**src/rtl/time_entry_if.sv**
```systemverilog
// time_entry_if: digit-entry inputs, commit/error status and the load handshake toward the time-keeping core
interface time_entry_if;
    logic        digit_valid;
    logic [3:0]  digit;
    logic        clear;
    logic        commit;
    logic [3:0]  digit_cnt;
    logic        bad_digit;
    logic        err;
    logic        load_valid;
    logic        load_ready;
    logic [12:0] year;
    logic [3:0]  mont;
    logic [4:0]  day;
    logic [4:0]  hour;
    logic [5:0]  min;
    logic [5:0]  sec;
    modport master (
        output digit_valid, digit, clear, commit, load_ready,
        input  digit_cnt, bad_digit, err, load_valid, year, mont, day, hour, min, sec
    );
    modport slave (
        input  digit_valid, digit, clear, commit, load_ready,
        output digit_cnt, bad_digit, err, load_valid, year, mont, day, hour, min, sec
    );
endinterface

```
**src/rtl/time_entry.sv**
```systemverilog
// time_entry: assembles typed BCD digits into a binary date/time, validates it and offers it for loading
module time_entry #(
    parameter int YEAR_MIN = 1900,
    parameter int YEAR_MAX = 2099
) (
    input logic         clk,
    input logic         rst,
    time_entry_if.slave bus
);
    typedef enum logic [1:0] {ENTRY, CHECK, JUDGE, OFFER} state_t;

    localparam logic [13:0] Y_LO = 14'(YEAR_MIN);
    localparam logic [13:0] Y_HI = 14'(YEAR_MAX);

    state_t      state, next;
    logic [3:0]  cnt;
    logic [13:0] yacc, ymac;
    logic [6:0]  macc, dacc, hacc, nacc, sacc;
    logic [3:0]  ydig [4];
    logic        ok, bad_r, err_r;
    logic        in_entry, full, take, bad, early, reject, wipe;
    logic [6:0]  y2, c2, dim;
    logic        leap, valid;

    function automatic logic [6:0] mac7(input logic [6:0] x, input logic [3:0] d);
        return {x[3:0], 3'b0} + {x[5:0], 1'b0} + {3'b0, d};
    endfunction

    // Validity of the assembled fields; the leap test works on the stored year digits so no divider is needed
    always_comb begin
        ymac  = {yacc[10:0], 3'b0} + {yacc[12:0], 1'b0} + {10'b0, bus.digit};
        y2    = mac7({3'b0, ydig[2]}, ydig[3]);
        c2    = mac7({3'b0, ydig[0]}, ydig[1]);
        leap  = (y2[1:0] == 2'b0 && y2 != 7'd0) || (y2 == 7'd0 && c2[1:0] == 2'b0);
        dim   = macc == 7'd2 ? (leap ? 7'd29 : 7'd28) :
                (macc == 7'd4 || macc == 7'd6 || macc == 7'd9 || macc == 7'd11) ? 7'd30 : 7'd31;
        valid = yacc >= Y_LO && yacc <= Y_HI && macc >= 7'd1 && macc <= 7'd12 &&
                dacc >= 7'd1 && dacc <= dim && hacc <= 7'd23 && nacc <= 7'd59 && sacc <= 7'd59;
    end

    // State register
    always_ff @(posedge clk) begin
        state <= rst ? ENTRY : next;
    end

    // Next state: a digit or clear in the same cycle as commit takes precedence over it
    always_comb begin
        next = state;
        case (state)
            ENTRY:   next = (!bus.clear && !bus.digit_valid && bus.commit && full) ? CHECK : ENTRY;
            CHECK:   next = JUDGE;
            JUDGE:   next = ok ? OFFER : ENTRY;
            OFFER:   next = (bus.clear || bus.load_ready) ? ENTRY : OFFER;
            default: next = ENTRY;
        endcase
    end

    // Control decodes for the datapath; inputs other than clear are only honoured in ENTRY
    always_comb begin
        in_entry = state == ENTRY;
        full     = cnt == 4'd14;
        take     = in_entry && !bus.clear && bus.digit_valid && bus.digit <= 4'd9 && !full;
        bad      = in_entry && !bus.clear && bus.digit_valid && bus.digit > 4'd9;
        early    = in_entry && !bus.clear && !bus.digit_valid && bus.commit && !full;
        reject   = state == JUDGE && !ok;
        wipe     = (in_entry && bus.clear) || early || reject ||
                   (state == OFFER && (bus.clear || bus.load_ready));
    end

    // Field accumulators, status pulses and the registered validity flag
    always_ff @(posedge clk) begin
        bad_r <= !rst && bad;
        err_r <= !rst && (early || reject);
        ok    <= !rst && valid;
        if (rst || wipe) begin
            cnt  <= 4'd0;
            yacc <= 14'd0;
            macc <= 7'd0;
            dacc <= 7'd0;
            hacc <= 7'd0;
            nacc <= 7'd0;
            sacc <= 7'd0;
            ydig <= '{default: 4'd0};
        end else if (take) begin
            cnt <= cnt + 4'd1;
            if (cnt < 4'd4) begin
                yacc             <= ymac;
                ydig[cnt[1:0]]   <= bus.digit;
            end else if (cnt < 4'd6)  macc <= mac7(macc, bus.digit);
            else if (cnt < 4'd8)  dacc <= mac7(dacc, bus.digit);
            else if (cnt < 4'd10) hacc <= mac7(hacc, bus.digit);
            else if (cnt < 4'd12) nacc <= mac7(nacc, bus.digit);
            else                  sacc <= mac7(sacc, bus.digit);
        end
    end

    assign bus.digit_cnt  = cnt;
    assign bus.bad_digit  = bad_r;
    assign bus.err        = err_r;
    assign bus.load_valid = state == OFFER;
    assign bus.year       = yacc[12:0];
    assign bus.mont       = macc[3:0];
    assign bus.day        = dacc[4:0];
    assign bus.hour       = hacc[4:0];
    assign bus.min        = nacc[5:0];
    assign bus.sec        = sacc[5:0];
endmodule

```
**src/flat_wrapper.sv**
```systemverilog
// flat-port wrapper written by rule: the top's interface ports become plain ports
module time_entry_flat 
#(
    parameter int YEAR_MIN = 1900,
    parameter int YEAR_MAX = 2099
)
  (clk, rst, bus_digit_valid, bus_digit, bus_clear, bus_commit, bus_load_ready, bus_digit_cnt, bus_bad_digit, bus_err, bus_load_valid, bus_year, bus_mont, bus_day, bus_hour, bus_min, bus_sec);
  time_entry_if bus_i ();
  input logic clk;
  input logic rst;
  input wire logic [$bits(bus_i.digit_valid)-1:0] bus_digit_valid;
  input wire logic [$bits(bus_i.digit)-1:0] bus_digit;
  input wire logic [$bits(bus_i.clear)-1:0] bus_clear;
  input wire logic [$bits(bus_i.commit)-1:0] bus_commit;
  input wire logic [$bits(bus_i.load_ready)-1:0] bus_load_ready;
  output wire logic [$bits(bus_i.digit_cnt)-1:0] bus_digit_cnt;
  output wire logic [$bits(bus_i.bad_digit)-1:0] bus_bad_digit;
  output wire logic [$bits(bus_i.err)-1:0] bus_err;
  output wire logic [$bits(bus_i.load_valid)-1:0] bus_load_valid;
  output wire logic [$bits(bus_i.year)-1:0] bus_year;
  output wire logic [$bits(bus_i.mont)-1:0] bus_mont;
  output wire logic [$bits(bus_i.day)-1:0] bus_day;
  output wire logic [$bits(bus_i.hour)-1:0] bus_hour;
  output wire logic [$bits(bus_i.min)-1:0] bus_min;
  output wire logic [$bits(bus_i.sec)-1:0] bus_sec;
  assign bus_i.digit_valid = bus_digit_valid;
  assign bus_i.digit = bus_digit;
  assign bus_i.clear = bus_clear;
  assign bus_i.commit = bus_commit;
  assign bus_i.load_ready = bus_load_ready;
  assign bus_digit_cnt = bus_i.digit_cnt;
  assign bus_bad_digit = bus_i.bad_digit;
  assign bus_err = bus_i.err;
  assign bus_load_valid = bus_i.load_valid;
  assign bus_year = bus_i.year;
  assign bus_mont = bus_i.mont;
  assign bus_day = bus_i.day;
  assign bus_hour = bus_i.hour;
  assign bus_min = bus_i.min;
  assign bus_sec = bus_i.sec;
  time_entry #(.YEAR_MIN(YEAR_MIN), .YEAR_MAX(YEAR_MAX)) u_core (.clk(clk), .rst(rst), .bus(bus_i));
endmodule
```
**config.mk**
```make
export PLATFORM = sky130hd
export DESIGN_NAME = time_entry_flat
export DESIGN_NICKNAME = d
export VERILOG_FILES = /design/src/rtl/time_entry_if.sv /design/src/rtl/time_entry.sv /design/src/flat_wrapper.sv
export SDC_FILE = /design/constraint.sdc
export NUM_CORES = 1
export LEC_CHECK = 0
export BUFFER_PORTS_ARGS = -buffer_cell sky130_fd_sc_hd__buf_2
export CORE_MARGIN = 1
export CORE_UTILIZATION = 25
export DETAILED_ROUTE_END_ITERATION = 12
export SETUP_SLACK_MARGIN = 0.2
export SYNTH_ARGS = -nofsm -noshare
export SYNTH_HDL_FRONTEND = slang
export SYNTH_SLANG_ARGS = --single-unit
```
**constraint.sdc**
```tcl
create_clock -name clk -period 4.22 [get_ports clk]
set_input_delay 0.211 -clock clk [delete_from_list [all_inputs] [get_ports clk]]
set_output_delay 0.211 -clock clk [all_outputs]
set_load 0.005 [all_outputs]
```
# Word-level counts from Yosys, hierarchy flattened
# Index checks and enable logic that the tools add are counted.
totals:
  ff_bits: 74
  input_bits: 10
  out_inout_bits: 46
  word_cells: 129
op_classes:
  add_sub_neg: 17
  n_lt_le_gt_ge: 18
  eq_ne: 9
  mux: 10
  bitwise_logic: 6
  n_reduce_logical: 54
ops:
  columns: ["cell", "count"]
  rows:
  - ["adder 7 x 4 -> 7 bit", 6]
  - ["adder 7 bit", 5]
  - ["logical AND 1 bit", 28]
  - ["bitwise mux 16 bit", 1]
  - ["adder 14 bit", 1]
  - ["adder 14 x 4 -> 14 bit", 1]
  - ["== test 7 x 3 -> 1 bit, second input constant", 2]
  - ["== test 7 x 4 -> 1 bit, second input constant", 2]
  - [">= comparator 14 x 11 -> 1 bit, second input constant", 1]
  - [">= comparator 7 x 1 -> 1 bit, second input constant", 2]
  - ["less-or-equal comparator 14 x 12 -> 1 bit, second input constant", 1]
  - ["less-or-equal comparator 7 x 6 -> 1 bit, second input constant", 2]
  - ["less-than comparator 4 bit, second input constant", 3]
  - ["AND reduction 6 bit", 2]
  - ["logical OR 1 bit", 10]
  - ["demux 4 bit (select 2 bit)", 1]
  - ["less-than comparator 4 x 3 -> 1 bit, second input constant", 2]
  - ["one-hot mux 2 bit (4 select lines)", 1]
  - ["adder 7 x 5 -> 7 bit", 1]
  - ["== test 7 x 2 -> 1 bit, second input constant", 1]
  - ["less-or-equal comparator 7 x 4 -> 1 bit, second input constant", 1]
  - ["less-or-equal comparator 7 x 5 -> 1 bit, second input constant", 1]
  - ["less-or-equal comparator 7 bit", 1]
  - ["logical NOT 7 bit", 1]
  - ["23 further kinds", 37]

# Logic depth before layout (Yosys ltp)
# Gate-level depths: netlist of the first run.
depth:
  word_depth: 13
  ltp_mapped: 13

# Worst setup path before layout of the first run
# OpenSTA, ideal clock, no wires.
synth_path:
  path_type: "flip-flop to flip-flop"
  startpoint: "reg u_core.ydig[3] in the netlist's numbering"
  endpoint: "reg u_core.ok"
  t_arrival_ns: 2.609
  path_slack_ns: 1.489
  path_stages_with_launch: 13
  synth_period_minus_slack_ns: 2.731
  cell_sequence: "dfxtp_1 -> fa_1 -> fa_1 -> xor2_1 -> a2111oi_0 -> o311ai_0 -> o21ai_0 -> a22oi_1 -> ha_1 -> inv_1 -> a21oi_1 -> a211oi_1 -> nor4_1"
synth_via:
  elab_chain_len: 12
  elab_cells_between_ends: 14
synth_lines:
  columns: ["item", "line_no", "text"]
  rows:
  - ["start: declaration", "time_entry.sv:19", "logic [3:0] ydig [4];"]
  - ["start signal: indexed assignment", "time_entry.sv:88", "ydig[cnt[1:0]] <= bus.digit;"]
  - ["adder 7 x 4 -> 7 bit *", "time_entry.sv:26", "return {x[3:0], 3'b0} + {x[5:0], 1'b0} + {3'b0, d};"]
  - ["nonzero test 7 bit or logical NOT 7 bit (tied branches)", "time_entry.sv:34", "leap = (y2[1:0] == 2'b0 && y2 != 7'd0) || (y2 == 7'd0 && c2[1:0] == 2'b0);"]
  - ["logical AND 1 bit", "time_entry.sv:34", null]
  - ["logical OR 1 bit *", "time_entry.sv:34", null]
  - ["2-to-1 mux 1 bit *", "time_entry.sv:35", "dim = macc == 7'd2 ? (leap ? 7'd29 : 7'd28) :"]
  - ["2-to-1 mux 7 bit *", "time_entry.sv:35", null]
  - ["less-or-equal comparator 7 bit *", "time_entry.sv:38", "dacc >= 7'd1 && dacc <= dim && hacc <= 7'd23 && nacc <= 7'd59 && sacc <= 7'd59;"]
  - ["logical AND 1 bit * (4 in series)", "time_entry.sv:38", null]
  - ["logical AND 1 bit *", "time_entry.sv:74", "ok <= !rst && valid;"]
  - ["end signal: assignment", "time_entry.sv:74", null]
  - ["end: declaration", "time_entry.sv:20", "logic ok, bad_r, err_r;"]
# Mark *: on every way between the ends. The rest lies on a longest branch, timed or not.
# A chain may end at the register's enable or synchronous reset.

# Worst setup path in the final report of the first run
layout_path:
  startpoint: "reg u_core.ydig[6] in the netlist's numbering"
  endpoint: "reg u_core.ok"
layout_via:
  elab_chain_len: 13
  elab_cells_between_ends: 15
layout_lines:
  columns: ["item", "line_no"]
  rows:
  - ["adder 7 x 5 -> 7 bit *", "time_entry.sv:26"]
  - ["adder 7 x 4 -> 7 bit *", "time_entry.sv:26"]
  - ["nonzero test 7 bit or logical NOT 7 bit (tied branches)", "time_entry.sv:34"]
  - ["logical AND 1 bit", "time_entry.sv:34"]
  - ["logical OR 1 bit *", "time_entry.sv:34"]
  - ["2-to-1 mux 1 bit *", "time_entry.sv:35"]
  - ["2-to-1 mux 7 bit *", "time_entry.sv:35"]
  - ["less-or-equal comparator 7 bit *", "time_entry.sv:38"]
  - ["logical AND 1 bit * (4 in series)", "time_entry.sv:38"]
  - ["logical AND 1 bit *", "time_entry.sv:74"]
# Marked as above.

==> results of run 1 <==
## layer usage
layer	vias to the layer above	global-route usage, %	wire (um)
met5	-	0	0
met4	0	4.895	210
met3	16	2.539	454
met2	50	19.90	5631
met1	1830	14.91	5806
li1	1984	-	-
## placed cells by master (no fill, tap or decap), types with 4 or more instances in the layout
cell	count
a211oi_1	7
nor3_1	7
nand3_1	19
nor2_1	58
ha_1	75
mux2i_1	35
nand2b_1	4
xnor2_1	27
nand3b_1	4
o21ai_0	13
buf_2	55
nand2_1	40
dfxtp_1	69
nand4_1	7
clkbuf_16	9
nor4_1	4
inv_1	9
fa_1	14
a21o_1	12
a21oi_1	39
xor2_1	10
## critical path, stage by stage, from the launching register on
cell	delay [ns]
dfxtp_1	0.38
fa_1	0.48
fa_1	0.45
xor2_1	0.15
a2111oi_0	0.28
o311ai_0	0.19
o21ai_0	0.25
a22oi_1	0.13
ha_1	0.20
inv_1	0.05
a21oi_1	0.05
a211oi_1	0.23
nor4_1	0.08
## worst paths after layout
kind                                                    from                           end
worst max-delay path             u_core.ydig[6]$_SDFFE_PP0P_             u_core.ok$_DFF_P_
worst min-delay path                                     rst    u_core.state[1]$_SDFF_PP0_
worst max register to register   u_core.ydig[6]$_SDFFE_PP0P_             u_core.ok$_DFF_P_
worst min register to register  u_core.ydig[12]$_SDFFE_PP0P_  u_core.ydig[12]$_SDFFE_PP0P_
## flip-flops by register name, indices dropped and copies added (netlist names), 4 cells and up
| signal | count |
|---|---|
| u_core.yacc | 14 |
| u_core.ydig | 11 |
| u_core.dacc | 7 |
| u_core.hacc | 7 |
| u_core.macc | 7 |
| u_core.nacc | 7 |
| u_core.sacc | 7 |
| u_core.bus.digit_cnt | 4 |
## final cells by class
cell class	instances	area (um^2)
Fill cell	2132	14490
Tap cell	270	337.8
Timing Repair Buffer	57	290.3
Inverter	9	33.78
Multi-Input combinational cell	424	3359
Clock buffer	12	246.5
Sequential cell	69	1381
Clock inverter	4	95.09
## logic make-up (layout without fill, tap and decap cells)
| kind of cell | Yosys count | after routing |
|---|---|---|
| AO/OA/AOI/OAI | 96 | 96 |
| flip-flops | 69 | 69 |
| XOR/XNOR | 37 | 37 |
| adder cells (fa/ha/maj) | 89 | 89 |
| multiplexers | 35 | 35 |
| buffers and inverters | 68 | 82 |
| AND/OR/NAND/NOR | 167 | 167 |
## report_power, final
group | internal (mW) | leakage (nW) | switching [mW]
logic | 0.0246 | 1.92 | 0.0528
clock network | 0.593 | 0.167 | 0.292
registers | 0.654 | 0.556 | 0.00300
==> flow_metrics.env, run 1 <==
export IMPL_synth_edf_count=0
export IMPL_yosysTopAreaCell="dfxtp_1"
export IMPL_port_buffers=55
export IMPL_io_pins=56
export IMPL_finalCritPeriodShare_pct=71.76
export IMPL_synth_top_cell_area_share_pct=26.72
export IMPL_drt_pass1_iterations=4
export IMPL_synthArstFlopShare_pct=0
export IMPL_cp_start_kind="register"
export IMPL_leakage_nw=2.639
export IMPL_fin_cells=845
export IMPL_clock_latency_ns=0.34
export IMPL_worstPathRequired_ns=4.45
export IMPL_grt_setup_unrepaired="false"
export IMPL_place_area_um2=5403
export IMPL_hold_buffers=0
export IMPL_critical_path_max_fanout=3
export IMPL_yosys_area_share_simple_pct=15.92
export IMPL_netlist_area_um2=5170
export IMPL_utilization_pct=28.39
export IMPL_slew_headroom_pct=28.15
export IMPL_cts_tree="built"
export IMPL_path_clk_slew_ns=0.06
export IMPL_drv_cap=0
export IMPL_dp_slack_ns=1.195
export IMPL_fin_area_um2=5744
export IMPL_end_kind="register"
export IMPL_hp_class="in -> reg"
export IMPL_grt_pass1_wl_um=20070
export IMPL_synth_distinct_cells=57
export IMPL_first_iter_violations=212
export IMPL_place_gp_congestion=0.7943
export IMPL_cts_htree_levels=3
export IMPL_finalSetupTns_ns=0
export IMPL_die_area_um2=21260
export IMPL_slew_viol_final=0
export IMPL_dp_cells=829
export IMPL_avgRoutedWirePerCell_um=14.32
export IMPL_finalWorstSetupSlack_ns=1.192
export IMPL_yosys_cell_count_top_type="ha_1"
export IMPL_synth_adder_area_share_pct=23.57
export IMPL_die_x_um=145.8
export IMPL_synthTopCellsByCount="75 x ha_1, 69 x dfxtp_1, 58 x nor2_1"
export IMPL_synth_ff_type="dfxtp_1"
export IMPL_synth_top_family_by_area="adder cells"
export IMPL_ir_worst_vdd_uv=146.2
export IMPL_final_nets=669
export IMPL_reg2reg_depth=12
export IMPL_antennaDiodeCount=0
export IMPL_grt_total_usage_pct=11.94
export IMPL_postRouteAntennaNets=0
export IMPL_cts_resized=0
export IMPL_die_y_um=145.8
export IMPL_synthCells=561
export IMPL_criticalPathCategory="reg -> reg"
export IMPL_grt_pass1_vias=3814
export IMPL_ff2ff_setup_slack_ns=1.19
export IMPL_synthMuxAreaShare_pct=6.776
export IMPL_hold_path_depth=2
export IMPL_synth_compound_area_share_pct=12.20
export IMPL_vias=3880
export IMPL_drive_gt1_share_pct=14.09
export IMPL_cts_buffer_depth=2
export IMPL_fin_skew_ns=0.006623
export IMPL_setup_violations=0
export IMPL_clock_sinks=69
export IMPL_cts_root_buf="clkbuf_16"
export IMPL_synth_area_leaders="dfxtp_1 27%, ha_1 18%, mux2i_1 6.8%"
export IMPL_finalWirelength_um=12100
export IMPL_drc_errors=0
export IMPL_yosysSeqAreaShare_pct=26.72
export IMPL_max_freq_mhz=330.2
export IMPL_cp_arrival_ns=3.26
export IMPL_avgViaCountPerCell=4.592
export IMPL_ys_ff_latch=69
export IMPL_power_total_mw=1.619
export IMPL_antenna_found_initial=0
export IMPL_yosysWarnings=0
export IMPL_fin_crit_ns=3.028
export IMPL_synth_avg_cell_area_um2=9.216
export IMPL_syn2layout_area_growth_pct=11.11
export IMPL_start_util_pct=25.55
export IMPL_numCtsBuffers=9
export IMPL_placementRows=52
export IMPL_synthXorXnorAreaFrac_pct=6.268
export IMPL_finalHoldViolations=0
export IMPL_core_area_um2=20230
export IMPL_status="finished clean"
export IMPL_overflow=0
export IMPL_grt_start_max_net_pins=51
export IMPL_p_per_area_nw_per_um2=281.9
export IMPL_tightest_slew_ns=1.075
export IMPL_cts_setup_buffers=0
export IMPL_dp_hpwl_um=8921
export IMPL_hold_ws_ns=0.1169
export IMPL_syn_num_nets=660
Note: power is estimated with default switching activity, not from simulation.
==> run 2, diff against run 1 <==
--- a/config.mk
+++ b/config.mk
@@ -5,6 +5,7 @@
 export SDC_FILE = /design/constraint.sdc
 export NUM_CORES = 1
 export LEC_CHECK = 0
+export ABC_AREA = 1
 export BUFFER_PORTS_ARGS = -buffer_cell sky130_fd_sc_hd__buf_2
 export CORE_MARGIN = 1
 export CORE_UTILIZATION = 25
==> constraint.sdc (replaced) <==
create_clock -name clk -period 3.13 [get_ports clk]
set_input_delay 0.1565 -clock clk [delete_from_list [all_inputs] [get_ports clk]]
set_output_delay 0.1565 -clock clk [all_outputs]
set_load 0.005 [all_outputs]
==> run 2 against run 1 <==
Core utilization down 0.093 points. Flip-flop and latch count unchanged. Cell count up 22%. Register-to-register slack worse by 0.71 ns. Cell area increased by 3.6%. Non-clock buffer count grew 3. Wire length grew 8.2%. Synthesized cell count up 30%. Clock power up 20%. Die area rose by 3.5%. Power is 28% higher. Largest cell class unchanged.
==> flow_metrics.env, run 2 <==
export IMPL_status="finished clean"
export IMPL_cts_resized=0
export IMPL_io_pins=56
export IMPL_regArea_um2=1381
export IMPL_antenna_found_initial=1
export IMPL_synth_ff_type="dfxtp_1"
export IMPL_syn_num_nets=831
export IMPL_finalWirelength_um=13100
export IMPL_dp_slack_ns=0.4550
export IMPL_netlist_area_um2=5355
export IMPL_worstPathRequired_ns=3.37
export IMPL_crit_buf_inv=0
export IMPL_vias=4537
export IMPL_end_kind="register"
export IMPL_start_util_pct=25.47
export IMPL_drive_gt1_share_pct=11.66
export IMPL_leakage_nw=2.951
export IMPL_cts_buffer_depth=2
export IMPL_cp_start_kind="register"
export IMPL_synthTopCellsByCount="152 x nand2_1, 78 x inv_1, 75 x ha_1"
export IMPL_fin_cells=1030
export IMPL_cpMostUsedCell="nor2_1"
export IMPL_cts_tree="built"
export IMPL_synthCells=732
export IMPL_grt_setup_unrepaired="false"
export IMPL_grt_start_max_net_pins=28
export IMPL_synthArstFlopShare_pct=0
export IMPL_multi_input_area_um2=3306
export IMPL_crit_slowest_cell="fa_1"
export IMPL_power_frac_seq_pct=42.9
export IMPL_clockPowerShare_pct=51.0
export IMPL_final_common_cell="nand2_1"
export IMPL_avgViaCountPerCell=4.405
export IMPL_drt_pass1_iterations=4
export IMPL_finalSetupTns_ns=0
export IMPL_criticalPathCategory="reg -> reg"
export IMPL_port_buffers=55
export IMPL_num_fill_cells=2308
export IMPL_first_iter_violations=172
export IMPL_avgRoutedWirePerCell_um=12.72
export IMPL_cts_setup_buffers=0
export IMPL_cpPeakStageDelay_ns=0.48
export IMPL_die_x_um=148.4
export IMPL_grt_pass1_wl_um=21090
export IMPL_cts_root_buf="clkbuf_16"
export IMPL_grt_total_usage_pct=12.41
export IMPL_drc_errors=0
export IMPL_max_freq_mhz=377.9
export IMPL_fin_crit_ns=2.646
export IMPL_cp_arrival_ns=2.88
export IMPL_synth_avg_cell_area_um2=7.316
export IMPL_setup_violations=0
export IMPL_die_y_um=148.4
export IMPL_overflow=0
export IMPL_yosysWarnings=0
export IMPL_dp_cells=1014
export IMPL_placementRows=53
export IMPL_dp_hpwl_um=9997
export IMPL_path_clk_slew_ns=0.06
export IMPL_power_switching_share_pct=23.67
export IMPL_utilization_pct=28.30
export IMPL_synth_area_leaders="dfxtp_1 26%, ha_1 18%, nand2_1 11%"
export IMPL_finalHoldViolations=0
export IMPL_die_area_um2=22010
export IMPL_core_area_um2=21020
export IMPL_grt_pass1_vias=4163
export IMPL_place_gp_congestion=0.8507
export IMPL_layout_common_cells="152 x nand2_1, 78 x inv_1, 75 x ha_1"
export IMPL_hp_class="in -> reg"
export IMPL_drv_cap=0
export IMPL_ys_ff_latch=69
export IMPL_clock_sinks=69
export IMPL_critical_path_max_fanout=3
export IMPL_ir_worst_vdd_uv=258.3
export IMPL_yosysTopAreaCell="dfxtp_1"
export IMPL_tightest_slew_ns=0.7132
export IMPL_top_register="u_core.yacc"
export IMPL_fin_skew_ns=0.005250
export IMPL_yosys_cell_count_top_type="nand2_1"
export IMPL_crit_family="adder cells"
export IMPL_yosysSeqAreaShare_pct=25.79
export IMPL_synth_distinct_cells=29
export IMPL_p_per_area_nw_per_um2=349.7
export IMPL_synth_edf_count=0
export IMPL_cts_htree_levels=3
export IMPL_synth_top_cell_area_share_pct=25.79
export IMPL_combPwrFrac_pct=6.2
export IMPL_p_int_mw=1.588
export IMPL_final_nets=849
export IMPL_clock_latency_ns=0.34
export IMPL_path_cells="fa_1, fa_1, nor2_1, o21ai_0, nor2_1, nand3_1, o21ai_1, a21oi_1, ha_1, a21oi_1, o21ai_0, nand4_1, nor2_1"
export IMPL_numCtsBuffers=9
export IMPL_hold_buffers=0
export IMPL_slew_headroom_pct=52.16
export IMPL_antennaDiodeCount=0
export IMPL_p_switching_mw=0.4924
export IMPL_syn2layout_area_growth_pct=11.07
export IMPL_slew_viol_final=0
export IMPL_largest_reg_flops=14
export IMPL_top_regs="u_core.yacc: 14 flops, u_core.ydig: 11 flops"
export IMPL_finalCritPeriodShare_pct=84.54
export IMPL_finalWorstSetupSlack_ns=0.4840
export IMPL_postRouteAntennaNets=0
[run 2: changes by cell type in the layout (fill, tap and decap cells not counted), moves of 7 or more]
cell      delta
nand2_1    +112
inv_1       +69
mux2i_1     -35
o21ai_0     +28
a21oi_1     +23
nand3_1     +21
xnor2_1     -16
nor2_1      +15
a21o_1      -12
a211oi_1     -7
[run 2: cells by family (layout without fill, tap and decap cells)]
family / Yosys count / after routing / share of synthesized area [%]
flops: 69 / 69 / 25.79
simple gates: 308 / 308 / 24.79
xor+xnor: 22 / 22 / 3.598
buf+inv: 133 / 156 / 12.48
fa+ha+maj: 89 / 89 / 22.76
compound gates: 111 / 111 / 10.58
[run 2: final timing paths]
kind	startpoint	slack [ns]	cells after the start	endpoint
max	u_core.ydig[4]$_SDFFE_PP0P_	0.48	13	u_core.ok$_DFF_P_
min	rst	0.06	2	u_core.state[0]$_SDFF_PP0_
max reg2reg	u_core.ydig[4]$_SDFFE_PP0P_	0.48	13	u_core.ok$_DFF_P_
min reg2reg	u_core.ydig[8]$_SDFFE_PP0P_	0.46	2	u_core.ydig[8]$_SDFFE_PP0P_
[run 2: stage by stage]
step | cell area, um^2 | power, mW | hold WS (ns)
6_report | 5948 | 2.080 | 0.06271
5_1_grt | 5948 | 2.158 | 0.06509
4_1_cts | 5948 | 2.112 | 0.05197
2_1_floorplan | 5355 | 0.9933 | 0.2256
3_3_place_gp | 5644 | 1.039 | 0.4135
3_5_place_dp | 5644 | 1.040 | 0.4154
[run 2: final cells by class]
class	instances	area share (%)
clock buffer	13	4.375
clock inverter	3	0.7362
inverter	80	5.048
multi-input combinational	530	55.57
sequential	69	23.22
tap	275	5.785
timing repair buffer	60	5.259
[run 2: per-layer routing]
layer | global-route usage (%) | part of all wire [%] | vias up
met4 | 4.639 | 2.1 | 0
li1 | - | - | 2393
met5 | 0 | 0 | -
met1 | 16.88 | 49 | 2041
met2 | 19.01 | 44 | 88
met3 | 2.822 | 5.2 | 15
[run 2: worst reg2reg max path: stages (launching register included)]
cell and delay (ns):
dfxtp_1 0.38, fa_1 0.48, fa_1 0.48, nor2_1 0.10, o21ai_0 0.08, nor2_1 0.09, nand3_1 0.08, o21ai_1 0.13
a21oi_1 0.08, ha_1 0.29, a21oi_1 0.12, o21ai_0 0.09, nand4_1 0.10, nor2_1 0.05
[run 2: power groups by stage]
stage                     combinational (mW)  sequential (mW)  clock, mW
after floorplan                       0.0852            0.908          0
after global placement                 0.128            0.911          0
after detailed placement               0.129            0.911          0
after CTS                              0.130            0.891       1.09
after global routing                   0.144            0.892       1.12
final                                  0.128            0.891       1.06
